--- src/rtl/edge_detector_multi.sv ---
// Multi-channel edge detector: per-channel synchroniser, debounce filter and Moore edge FSM,
// producing mode-qualified rise/fall pulses, sticky event flags and saturating event counters.
module edge_detector_multi #(
  parameter int CH          = 4,
  parameter int SYNC_STAGES = 2,
  parameter int DB_CYCLES   = 1,
  parameter int CNT_W       = 8
) (
  input  logic                clk,
  input  logic                rstb,
  input  logic [CH-1:0]       strobe,
  input  logic [2*CH-1:0]     mode,
  input  logic [CH-1:0]       clr,
  output logic [CH-1:0]       rise_p,
  output logic [CH-1:0]       fall_p,
  output logic                any_evt,
  output logic [CH-1:0]       evt_flag,
  output logic [CH*CNT_W-1:0] evt_cnt
);

  localparam int DB_W = $clog2(DB_CYCLES + 1);
  localparam logic [DB_W-1:0] DB_LAST = DB_W'(DB_CYCLES - 1);
  localparam logic [CNT_W-1:0] CNT_MAX = {CNT_W{1'b1}};

  typedef enum logic [1:0] {
    ZERO = 2'b00,
    RISE = 2'b01,
    ONE  = 2'b10,
    FALL = 2'b11
  } state_t;

  for (genvar g = 0; g < CH; g++) begin : g_ch
    logic            sync_s;
    logic            filt_r;
    logic [DB_W-1:0] db_cnt_r;
    state_t          state_r;
    state_t          state_nxt_s;
    logic            pulse_s;
    logic            flag_r;
    logic [CNT_W-1:0] cnt_r;

    if (SYNC_STAGES == 0) begin : g_bypass
      assign sync_s = strobe[g];
    end else begin : g_sync
      logic [SYNC_STAGES-1:0] chain_r;

      // Shift the raw input through the synchroniser chain
      always_ff @(posedge clk or negedge rstb) begin
        if (!rstb) begin
          chain_r <= '0;
        end else begin
          chain_r <= (chain_r << 1) | SYNC_STAGES'(strobe[g]);
        end
      end

      assign sync_s = chain_r[SYNC_STAGES-1];
    end

    // Accept a new level only after it has differed from the filtered level long enough
    always_ff @(posedge clk or negedge rstb) begin
      if (!rstb) begin
        filt_r   <= 1'b0;
        db_cnt_r <= '0;
      end else if (sync_s == filt_r) begin
        db_cnt_r <= '0;
      end else if (db_cnt_r == DB_LAST) begin
        filt_r   <= sync_s;
        db_cnt_r <= '0;
      end else begin
        db_cnt_r <= db_cnt_r + DB_W'(1);
      end
    end

    // Edge FSM next state; it follows the filtered level whatever the mode
    always_comb begin
      state_nxt_s = ZERO;
      case (state_r)
        ZERO:    state_nxt_s = filt_r ? RISE : ZERO;
        RISE:    state_nxt_s = filt_r ? ONE  : FALL;
        ONE:     state_nxt_s = filt_r ? ONE  : FALL;
        FALL:    state_nxt_s = filt_r ? RISE : ZERO;
        default: state_nxt_s = ZERO;
      endcase
    end

    // Edge FSM state register
    always_ff @(posedge clk or negedge rstb) begin
      if (!rstb) begin
        state_r <= ZERO;
      end else begin
        state_r <= state_nxt_s;
      end
    end

    assign rise_p[g] = (state_r == RISE) & mode[2*g];
    assign fall_p[g] = (state_r == FALL) & mode[2*g+1];
    assign pulse_s   = rise_p[g] | fall_p[g];

    // Sticky flag and saturating counter; a pulse coinciding with clr is still recorded
    always_ff @(posedge clk or negedge rstb) begin
      if (!rstb) begin
        flag_r <= 1'b0;
        cnt_r  <= '0;
      end else if (clr[g]) begin
        flag_r <= pulse_s;
        cnt_r  <= CNT_W'(pulse_s);
      end else if (pulse_s) begin
        flag_r <= 1'b1;
        if (cnt_r != CNT_MAX) begin
          cnt_r <= cnt_r + CNT_W'(1);
        end
      end
    end

    assign evt_flag[g]                = flag_r;
    assign evt_cnt[g*CNT_W +: CNT_W]  = cnt_r;
  end

  assign any_evt = |(rise_p | fall_p);

endmodule
--- config.mk ---
export PLATFORM = sky130hd
export DESIGN_NAME = edge_detector_multi
export DESIGN_NICKNAME = d
export VERILOG_FILES = /design/src/rtl/edge_detector_multi.sv
export SDC_FILE = /design/constraint.sdc
export NUM_CORES = 1
export LEC_CHECK = 0
export CORE_ASPECT_RATIO = 1.4
export CORE_MARGIN = 2
export CORE_UTILIZATION = 40
export CTS_CLUSTER_DIAMETER = 150
export DETAILED_ROUTE_END_ITERATION = 10
export GPL_TIMING_DRIVEN = 0
export HOLD_SLACK_MARGIN = 0.15
export PLACE_DENSITY = 0.69
export REMOVE_ABC_BUFFERS = 1
export SLEW_MARGIN = 20
export SYNTH_ARGS = -nofsm -noshare
export SYNTH_HDL_FRONTEND = slang
export SYNTH_SLANG_ARGS = --single-unit
export TNS_END_PERCENT = 10
--- constraint.sdc ---
create_clock -name clk -period 1.7 [get_ports clk]
set_input_delay 0.51 -clock clk [delete_from_list [all_inputs] [get_ports clk]]
set_output_delay 0.51 -clock clk [all_outputs]
set_load 0.05 [all_outputs]
Word-level counts from Yosys, hierarchy flattened
Cells that the tools add are included.

Memories kept: 0. Memory bits (read-only): 0. Bits of input ports: 18. Register bits after elaboration: 60. Bits in latches: 0. Output and inout port bits: 45. RAM bits: 0.

Reductions and logical operators: 29. Bitwise gates (word level): 25. Equal/unequal tests: 20. Muxes and demuxes: 40. Shifts and indexed selects: 0. Multiply operators: 0. Add/sub/neg operators: 8. $lt $le $gt $ge: 0. Div/mod/pow operators: 0.

Operators by type and width (number): $mux W8 (12); $add A8 B1 Y8 const B (4); $ne A8 B8 Y1 const B (4); $mux W1 (24); $eq A2 B2 Y1 const B (8); $pmux W2 S2 (4); $reduce_and A2 Y1 (8); $reduce_bool A2 Y1 (8); $reduce_or A2 Y1 (8); $and A1 B1 Y1 (8); $eq A2 B1 Y1 const B (4); $logic_not A2 Y1 (4); $not A1 Y1 (8); $or A2 B1 Y2 (4); $add A1 B1 Y1 const B (4); $eq A1 B1 Y1 (4); $or A1 B1 Y1 (4); $or A4 B4 Y4 (1); $reduce_or A4 Y1 (1).

Longest topological paths before layout
Word-level depth: 5. Gate-level depth with buffers: 6. Mapped depth without buffers: 6.

Worst setup path before layout
OpenSTA, ideal clock, no wires.

Path type: reg-to-reg. Start point: reg g_ch[0].cnt_r[0]. End point: reg g_ch[0].cnt_r[1]. Path buffers: 0. Setup slack: -0.244 ns. Arrival: 1.813 ns. Required time: 1.569 ns. Stages on the path, launching flop included: 6. Library setup time: 0.131 ns. Clock period less this slack: 1.944 ns. Cells stage by stage: dfrtp_1 > ha_1 > nand4_1 > o21ai_0 > mux2i_1 > nor2_1.

Longest elaborated chain between the ends: 4. Elaborated cells on any way between the ends: 7. Classes of those cells: add/sub: 1; eq/ne: 1; mux: 3; reduce/logical: 2.

RTL lines: start: declaration (RTL line 40) `logic [CNT_W-1:0] cnt_r;`; start signal: assignment (RTL line 106) `cnt_r <= CNT_W'(pulse_s);`; start signal: assignment (RTL line 110) `cnt_r <= cnt_r + CNT_W'(1);`; $add A8 B1 Y8 (RTL line 110); $mux W8 (RTL line 109) `if (cnt_r != CNT_MAX) begin`; $mux W8 (RTL line 107) `end else if (pulse_s) begin`; $mux W8 (RTL line 104) `end else if (clr[g]) begin`.

Several ways; a longest one is shown, not always the timed one. The select of a mux whose other input is x is not followed. A chain may end at the register's enable or synchronous reset.

Final worst setup path
Start point: reg g_ch[3].state_r[1]. End point: out any_evt.

Longest elaborated chain between the ends: 4. Elaborated cells on any way between the ends: 6. Classes of those cells: eq/ne: 2; bitwise: 3; reduce/logical: 1.

RTL lines: start: declaration (RTL line 36) `state_t state_r;`; start signal: assignment (RTL line 91) `state_r <= state_nxt_s;`; $eq A2 B1 Y1 / $eq A2 B2 Y1 (equally long branches) (RTL line 95, 96); $and A1 B1 Y1, on equally long branches (RTL line 95, 96); $or A4 B4 Y4 * (RTL line 119) `assign any_evt = |(rise_p | fall_p);`; $reduce_or A4 Y1 * (RTL line 119); end: declaration (RTL line 16) `output logic any_evt,`.

Every way passes the cells marked *; elsewhere a longest branch is shown, timed or not.

==> results.cfg <==
[timing]
slew_headroom_pct = 52.60
period_minus_slack_ns = 2.014
fin_hold_ws_ns = 0.2284
fin_tns_setup_ns = -0.8966
setup_viol = 8
post-route-period-util_pct = 118.5
slew_viol_final = 0
setup_ws_ns = -0.3140
rsz0062_at_grt = yes
clock.fmax_mhz = 496.5
fin_skew_ns = 0.006492
hold_violations = 0
tightest_slew_ns = 0.7110

[setup_path]
slowest_delay_ns = 0.36
worstPathArrival_ns = 1.50
path_delay_family = flip-flops
endpoint_kind = primary output
critPathKind = reg2out
rr_startpoint = g_ch[3].state_r[1]$_DFF_PN0_
r2r_setup_slack_ns = -0.28
cp-start-kind = register
r2r_end = g_ch[3].cnt_r[5]$_DFFE_PN0P_
crit_buf_inv = 2
crit_chain = inv_1 -> ha_2 -> a22oi_2 -> nand4_1 -> buf_6
cp_slowest_cell = dfrtp_1
crit_required_ns = 1.19
worstPathMaxFanout = 2
rr_worst_depth = 7

[die]
core-area_mm2 = 0.006525
rows = 35
ios = 63
initial_core_util_pct = 40.69
die_w_um = 72.86
die-area_mm2 = 0.007315
die_h_um = 100.4

[yosys]
ys_seq_area_share_pct = 52.78
ys.flop_type = dfrtp_1
synth_area_mm2 = 0.002655
synth_top_area_share_pct = 52.78
ys_ff_latch = 56
async_flop_share_pct = 100.0
yosysUniqueCellTypes = 37
syn_area_per_cell_um2 = 10.49
synth_top_area_cell = dfrtp_1
ys_warn_count = 0
synth.area.top_cells = dfrtp_1 53%, ha_1 5.7%, mux2i_1 3.4%
synth-edff-count = 0
syn_inst = 253

[status]
status = finished, violations left
violations = setup timing

[clocking]
numCtsBuffers = 5
cts_root_buf = clkbuf_8
cts_tree = yes
clock_latency_ns = 0.30
cts.sinks = 56
clock_path_buffers = 2
htree_levels = 2
clk_pin_slew_ns = 0.09

[global_route]
grt_pass1_wl_um = 9218
grt_overflow = 0
grt_pass1_vias = 2035
antenna_found_initial = 0
grt.total_usage_pct = 15.61
grt_max_degree = 57

[final_layout]
fin_nets = 347
syn2layout_area_growth_pct = 34.83
drive_above_1_share_pct = 31.13
final_cell_area_mm2 = 0.003580
n_antenna_cell = 0
fin_util_pct = 54.86
final_common_cell = dfrtp_1
final_cell_mix = 54 x dfrtp_1, 23 x nor2_1, 23 x clkdlybuf4s15_2
n_fill_cell = 582

[min_path]
hold_path_class = in2async

[place]
port-buffer-count = 62
dp_hpwl_um = 3730
postPlaceCellArea_mm2 = 0.003306
gp_congestion = 0.8032

[power]
power_density_mw_per_mm2 = 1372
p_leak_uw = 0.001567
power_uw = 4912
ir_worst_vdd_mv = 0.9330

[drt]
dr.pass1.iters = 4
ant_nets = 0
viasPerCell = 5.457
post_drt_wl_per_cell_um = 14.19
drc = 0
dr.first_iter.drc_count = 63
via_count = 2139
routed_wl_um = 5564

[run]
maxCapViolations = 0
## cell type report
cell class	count	area [µm²]	share of cell area [%]
multi-input cells	172	1290	36.04
inverters	13	48.80	1.363
repair buffers	69	654.4	18.28
flip-flops and latches	56	1404	39.22
clock buffers	8	90.09	2.517
well taps	74	92.59	2.587
## metal layers
| layer | share of wire, % | vias up | GRT usage (%) |
|---|---|---|---|
| met3 | 4.4 | 8 | 3.012 |
| met4 | 1.4 | 0 | 4.701 |
| met2 | 52 | 53 | 27.06 |
| met5 | 0 | - | 0 |
| met1 | 42 | 1061 | 19.44 |
| li1 | - | 1017 | - |
## worst register-to-register path, cell delays in order, from the launching register on
cell and delay, ns:
dfrtp_1 0.39, inv_1 0.07, ha_2 0.18, a22oi_2 0.11, buf_6 0.14, or3_4 0.40
or4_4 0.48, a21oi_1 0.15
## cell usage after synthesis (2+ instances only)
cell	number
nand4_1	9
and2_1	8
nor3_1	2
nand2_1	17
nor4_1	4
buf_4	4
nand3b_1	3
nand3_1	8
and3_1	4
nor2_1	24
mux2i_1	9
xnor2_1	4
a211oi_1	4
ha_1	12
or4_1	4
a21oi_1	7
dfrtp_1	56
clkbuf_1	8
a22oi_1	3
nor3b_1	3
a22o_1	3
xor2_1	6
nor2b_1	5
o31ai_1	4
o211ai_1	9
inv_1	13
o21ai_0	10
## where the power goes
group / total, µW / internal, µW / switching, µW / leakage (µW)
Sequential: 1800 / 1580 / 215 / 0.000720
Clock: 732 / 333 / 399 / 0.0000455
Combinational: 2380 / 955 / 1430 / 0.000801
Total: 4910 / 2870 / 2040 / 0.00157
## registers in the layout, indices dropped and copies added, names as in the netlist
register / count
g_ch.cnt_r: 32
g_ch.filt_r: 4
g_ch.flag_r: 4
g_ch.g_sync.chain_r: 8
g_ch.state_r: 8
## worst max path at each step
stage,endpoint,startpoint,cells after the start,slack (ns)
finish,any_evt,g_ch[3].state_r[1]$_DFF_PN0_,5,-0.31
global route,any_evt,g_ch[3].state_r[1]$_DFF_PN0_,5,-0.40
CTS,any_evt,g_ch[3].state_r[1]$_DFF_PN0_,5,-0.35
detailed placement,any_evt,mode[5],4,-1.13
global placement,g_ch[2].cnt_r[1]$_DFFE_PN0P_,rstb,1,-1.68
floorplan,g_ch[0].cnt_r[1]$_DFFE_PN0P_,g_ch[0].cnt_r[0]$_DFFE_PN0P_,5,-0.23
## cell families after synthesis
| logic type | after synthesis | synth area share (%) |
|---|---|---|
| AOI/OAI and AO/OA | 47 | 12.16 |
| buffers and inverters | 25 | 4.100 |
| muxes | 9 | 3.393 |
| xor gates and xnor gates | 10 | 3.299 |
| DFF | 56 | 52.78 |
| and+or+nand+nor | 94 | 18.61 |
| adders and majority gates | 12 | 5.655 |
## repair_timing
action / CTS / global route
resized for setup: 195 / 52
setup endpoints to repair: 57 / 40
buffers inserted: 4 / 3
hold buffers: 0 / 0
pin swaps: 11 / 13
## metrics by stage
stage	instances	worst slack, ns
after global placement	377	-1.678
after global routing	392	-0.3964
after floorplan	241	-0.2334
after CTS	389	-0.3464
after detailed placement	377	-1.131
final	392	-0.3140
No activity file was read; power rests on OpenSTA's default activity.
